### src/rtl/bcd_time_counter.sv
// Packed-BCD hh:mm:ss.cc timekeeper with prescaler, run/stop, clear and validated load.
// Optional ALARM_EN adds an alarm register and an alarm_hit pulse on matching increments.
module bcd_time_counter #(
  parameter int unsigned CLK_HZ  = 50000000,
  parameter int unsigned TICK_HZ = 100
) (
  input  logic        clk,
  input  logic        reset,
  input  logic        run,
  input  logic        clear,
  input  logic        load,
  input  logic [31:0] set_value,
`ifdef ALARM_EN
  input  logic        alarm_set,
  output logic        alarm_hit,
`endif
  output logic [31:0] display,
  output logic        tick,
  output logic        day_wrap,
  output logic        load_err
);

  localparam int unsigned DIV = CLK_HZ / TICK_HZ;
  localparam int unsigned PW  = (DIV > 2) ? $clog2(DIV) : 1;
  localparam logic [PW-1:0] PresLast = PW'(DIV - 1);

  if (DIV < 2 || (CLK_HZ % TICK_HZ) != 0) begin : g_bad_div
    $error("bcd_time_counter: CLK_HZ/TICK_HZ must be an integer >= 2");
  end

  // Upper limit of each of the six low digits, centisecond units upward.
  function automatic logic [3:0] digit_max(input int idx);
    return (idx == 3 || idx == 5) ? 4'd5 : 4'd9;
  endfunction

  // A time word is loadable only if it is a reachable display value.
  function automatic logic valid_time(input logic [31:0] v);
    logic ok;
    ok = 1'b1;
    for (int i = 0; i < 8; i++) begin
      if (v[i*4 +: 4] > 4'd9) ok = 1'b0;
    end
    if (v[23:20] > 4'd5 || v[15:12] > 4'd5) ok = 1'b0;
    if (v[31:28] > 4'd2 || (v[31:28] == 4'd2 && v[27:24] > 4'd3)) ok = 1'b0;
    return ok;
  endfunction

  logic [PW-1:0] presc_q;
  logic [31:0]   display_q;
  logic          tick_q;
  logic          day_wrap_q;
  logic          load_err_q;
  logic [31:0]   inc_value;
  logic          inc_wrap;
  logic          value_ok;
  logic          presc_last;

  assign value_ok   = valid_time(set_value);
  assign presc_last = (presc_q == PresLast);

  // Ripple the +1 through the digit chain; hours wrap as a pair at 23.
  always_comb begin
    logic       carry;
    logic [3:0] nib;
    carry     = 1'b1;
    nib       = 4'd0;
    inc_value = display_q;
    inc_wrap  = 1'b0;
    for (int i = 0; i < 6; i++) begin
      nib = display_q[i*4 +: 4];
      if (carry) begin
        if (nib == digit_max(i)) begin
          inc_value[i*4 +: 4] = 4'd0;
        end else begin
          inc_value[i*4 +: 4] = nib + 4'd1;
          carry               = 1'b0;
        end
      end
    end
    if (carry) begin
      if (display_q[31:24] == 8'h23) begin
        inc_value[31:24] = 8'h00;
        inc_wrap         = 1'b1;
      end else if (display_q[27:24] == 4'd9) begin
        inc_value[27:24] = 4'd0;
        inc_value[31:28] = display_q[31:28] + 4'd1;
      end else begin
        inc_value[27:24] = display_q[27:24] + 4'd1;
      end
    end
  end

`ifdef ALARM_EN
  logic [31:0] alarm_q;
  logic        alarm_hit_q;
`endif

  always_ff @(posedge clk) begin
    if (reset) begin
      presc_q     <= '0;
      display_q   <= 32'h0;
      tick_q      <= 1'b0;
      day_wrap_q  <= 1'b0;
      load_err_q  <= 1'b0;
`ifdef ALARM_EN
      alarm_q     <= 32'h0;
      alarm_hit_q <= 1'b0;
`endif
    end else begin
      tick_q      <= 1'b0;
      day_wrap_q  <= 1'b0;
      load_err_q  <= 1'b0;
`ifdef ALARM_EN
      alarm_hit_q <= 1'b0;
`endif
      if (clear) begin
        display_q <= 32'h0;
        presc_q   <= '0;
      end else if (load) begin
        // A rejected load still consumes the edge: nothing advances.
        if (value_ok) begin
          display_q <= set_value;
          presc_q   <= '0;
        end else begin
          load_err_q <= 1'b1;
        end
      end else if (run) begin
        if (presc_last) begin
          presc_q    <= '0;
          display_q  <= inc_value;
          tick_q     <= 1'b1;
          day_wrap_q <= inc_wrap;
`ifdef ALARM_EN
          alarm_hit_q <= (inc_value == alarm_q);
`endif
        end else begin
          presc_q <= presc_q + 1'b1;
        end
      end
`ifdef ALARM_EN
      if (!clear && !load && alarm_set) begin
        if (value_ok) alarm_q    <= set_value;
        else          load_err_q <= 1'b1;
      end
`endif
    end
  end

  assign display  = display_q;
  assign tick     = tick_q;
  assign day_wrap = day_wrap_q;
  assign load_err = load_err_q;
`ifdef ALARM_EN
  assign alarm_hit = alarm_hit_q;
`endif

endmodule
### config.mk
export PLATFORM = sky130hd
export DESIGN_NAME = bcd_time_counter
export DESIGN_NICKNAME = d
export VERILOG_FILES = /design/src/rtl/bcd_time_counter.sv
export SDC_FILE = /design/constraint.sdc
export NUM_CORES = 1
export LEC_CHECK = 0
export CORE_ASPECT_RATIO = 0.7
export CORE_MARGIN = 2
export CORE_UTILIZATION = 52
export CTS_CLUSTER_DIAMETER = 50
export DETAILED_ROUTE_END_ITERATION = 6
export PLACE_DENSITY = 0.9
export SETUP_SLACK_MARGIN = 0.05
export SLEW_MARGIN = 30
export SYNTH_ARGS = -nofsm -noshare
export SYNTH_HDL_FRONTEND = slang
export SYNTH_SLANG_ARGS = --single-unit
export TNS_END_PERCENT = 100
### constraint.sdc
create_clock -name clk -period 2.36 [get_ports clk]
set_input_delay 0.236 -clock clk [delete_from_list [all_inputs] [get_ports clk]]
set_output_delay 0.236 -clock clk [all_outputs]
set_load 0.03 [all_outputs]
==> flow_metrics.env <==
export IMPL_clockRootBuffer="clkbuf_8"
export IMPL_syn_inst=447
export IMPL_hold_viol_final=0
export IMPL_slew_headroom_pct=42.13
export IMPL_min_period_over_period_pct=96.64
export IMPL_worstMarginPinSlew_ns=0.8663
export IMPL_max_freq_ghz=0.4385
export IMPL_vias=3648
export IMPL_maxCapViolations=0
export IMPL_cp_slowest_cell="or4_4"
export IMPL_syn_num_nets=487
export IMPL_synth_area_leader_cell="dfxtp_1"
export IMPL_crit_chain="clkdlybuf4s50_1 -> o21ai_0 -> nand4_1 -> or4_4 -> o21ai_4 -> mux2i_1 -> nor2_1"
export IMPL_crit_path_max_incr_delay_ns=0.59
export IMPL_die_w_um=101.6
export IMPL_end_kind="flop"
export IMPL_dr_pass1_iters=5
export IMPL_grt_pass1_vias=3366
export IMPL_min_delay_path_depth=4
export IMPL_drc_errors=0
export IMPL_cts_path_max_buffers=2
export IMPL_r2r_cells=6
export IMPL_overflow=0
export IMPL_status="finished clean"
export IMPL_synth_seq_area_share_pct=31.20
export IMPL_fin_tns_setup_ns=0
export IMPL_holdCritPathClass="input pin to flop"
export IMPL_numCtsBuffers=5
export IMPL_die_height_um=72.29
export IMPL_finClkSkew_ns=0.007141
export IMPL_p_per_area_nw_per_um2=363.1
export IMPL_post_cts_buffers=0
export IMPL_hold_start="load"
export IMPL_rsz0062_at_grt="yes"
export IMPL_final_util_pct=69.23
export IMPL_critPathRequiredTime_ns=2.53
export IMPL_total_power_uw=1593
export IMPL_finalSetupViolations=0
export IMPL_drtAntennaViolNets=0
export IMPL_clock_latency_ns=0.31
export IMPL_io_pins=72
export IMPL_path_class="input pin to flop"
export IMPL_drive_gt1_share_pct=8.544
export IMPL_antenna_cells=0
export IMPL_start_kind="input pin"
export IMPL_synthToLayoutAreaGrowth_pct=26.62
export IMPL_tritoncts="built"
export IMPL_grt_pass1_wl_mm=16.01
export IMPL_ys_types=62
export IMPL_cts_sinks=54
export IMPL_cts_htree_levels=2
export IMPL_nNetsFinal=555
export IMPL_drv_slew=0
export IMPL_synthesis_area_um2=3465
export IMPL_synth_most_common_cell="dfxtp_1"
export IMPL_grt_max_degree=76
export IMPL_ys_warn_count=0
export IMPL_numPortBuffers=71
export IMPL_wl_mm=9.682
export IMPL_cp_data_arrival_time_ns=2.45
export IMPL_synth_enable_flop_cells=0
export IMPL_ys_async_sr_fraction_pct=0
export IMPL_critPathLaunch="set_value[10]"
export IMPL_path_clk_slew_ns=0.09
export IMPL_dieArea_um2=7342
export IMPL_synth_commonest_cells="54 x dfxtp_1, 49 x nor2_1, 46 x nand2_1, 36 x a21oi_1, 28 x o21ai_0"
export IMPL_rows=24
export IMPL_start_util_pct=54.68
export IMPL_leakage_uw=0.001433
export IMPL_ys_ff_latch=54
export IMPL_max_vdd_ir_drop_v=0.0002500
export IMPL_period_needed_ns=2.281
export IMPL_routedWlPerCell_um=15.98
export IMPL_n_fill_cell=514
export IMPL_synth_top_area_share_pct=31.20
export IMPL_drt_iter0_drc=397
export IMPL_r2r_start="presc_q[11]$_SDFFE_PP0P_"
export IMPL_dp_hpwl_mm=7.023
export IMPL_ys_flop_type="dfxtp_1"
export IMPL_place_congestion=0.9669
export IMPL_grt_usage_pct=26.89
export IMPL_avgViaCountPerCell=6.020
export IMPL_avgSynthCellArea_um2=7.751
export IMPL_path_max_fanout=6
export IMPL_synth_area_top_cells="dfxtp_1 31%, nor2_1 5.3%, a21oi_1 5.2%, mux2i_1 5.2%, nand2_1 5.0%"
export IMPL_antenna_found_initial=0
export IMPL_core_area_um2=6336
repair_timing:
item / 4_1_cts / 5_1_grt
hold buffers: 0 / 0
resized for setup: 0 / 3
endpoints found under the setup margin: 0 / 4
report_power, final:
part,internal [uW],switching [uW]
Sequential,912,1.24
Combinational,89.7,91.8
Clock,205,293
layout by cell type (no fill, tap or decap), types with 3 or more instances in the layout:
cell type | Yosys | routed
clkdlybuf4s50_1 | 0 | 70
dfxtp_1 | 54 | 54
nor2_1 | 49 | 49
nand2_1 | 46 | 46
a21oi_1 | 36 | 36
o21ai_0 | 28 | 27
mux2i_1 | 18 | 18
inv_1 | 16 | 16
xor2_1 | 14 | 14
o21ai_1 | 12 | 13
buf_4 | 2 | 13
nand3_1 | 12 | 12
nand4_1 | 10 | 10
nor3_1 | 10 | 10
and3_1 | 9 | 9
a211oi_1 | 8 | 8
xnor2_1 | 7 | 7
and4_1 | 6 | 6
o211ai_1 | 6 | 6
a22oi_1 | 5 | 5
and2_1 | 5 | 5
a21o_1 | 5 | 5
clkbuf_8 | 1 | 5
and4bb_2 | 4 | 4
nor2b_1 | 4 | 4
a32o_1 | 4 | 4
nor4bb_1 | 4 | 3
o31ai_1 | 3 | 3
nor4_1 | 3 | 3
ha_1 | 3 | 3
area by class of cell:
cell class                      instances  area (um^2)  area share, %
Clock buffer                            7        76.32          1.740
Inverter                               16        60.06          1.369
Multi-Input combinational cell        352         2212          50.43
Sequential cell                        54         1081          24.64
Tap cell                               91        113.9          2.596
Timing Repair Buffer                   86        843.3          19.22
kinds of logic (layout without fill, tap and decap cells):
group / after synthesis / in the layout / share of synthesized area [%]
compound gates: 122 / 122 / 22.10
fa+ha+maj: 3 / 3 / 1.084
xor+xnor: 21 / 21 / 5.309
mux: 19 / 19 / 5.525
buf+inv: 41 / 109 / 5.345
simple gates: 187 / 187 / 29.43
flops: 54 / 54 / 31.20
through the flow:
stage	hold slack [ns]	setup slack, ns	cells	instance area, um^2
after floorplan	0.4004	0.2511	447	3465
after global placement	0.4732	-0.02996	599	4297
after detailed placement	0.4975	-0.1315	599	4297
after CTS	0.4246	0.1387	606	4373
after global routing	0.4506	0.04344	606	4387
final	0.4171	0.07933	606	4387
worst max-delay path: cells and delay by family:
kind	cells	cell delay [ns]
simple gates	3	0.87
compound gates	2	0.63
buf+inv	1	0.43
mux	1	0.29
metal layers:
layer,up-vias,GRT usage (%),part of all wire [%]
met3,23,5.780,9.3
met4,0,9.760,1.6
met5,-,0,0
met2,203,40.20,44
li1,1746,-,-
met1,1676,38.24,45
flip-flops by register name, summed over array words and instances (netlist names):
name / count
load_err: 1
display: 32
tick: 1
day_wrap: 1
presc_q: 19
final timing paths:
path | to | slack (ns)
setup reg to reg | display[12]$_SDFFE_PP0P_ | 0.18
hold reg to reg | presc_q[1]$_SDFFE_PP0P_ | 0.51
hold / removal | load_err$_SDFF_PP0_ | 0.42
setup / recovery | display[9]$_SDFFE_PP0P_ | 0.08
No activity file was read; power rests on OpenSTA's default activity.
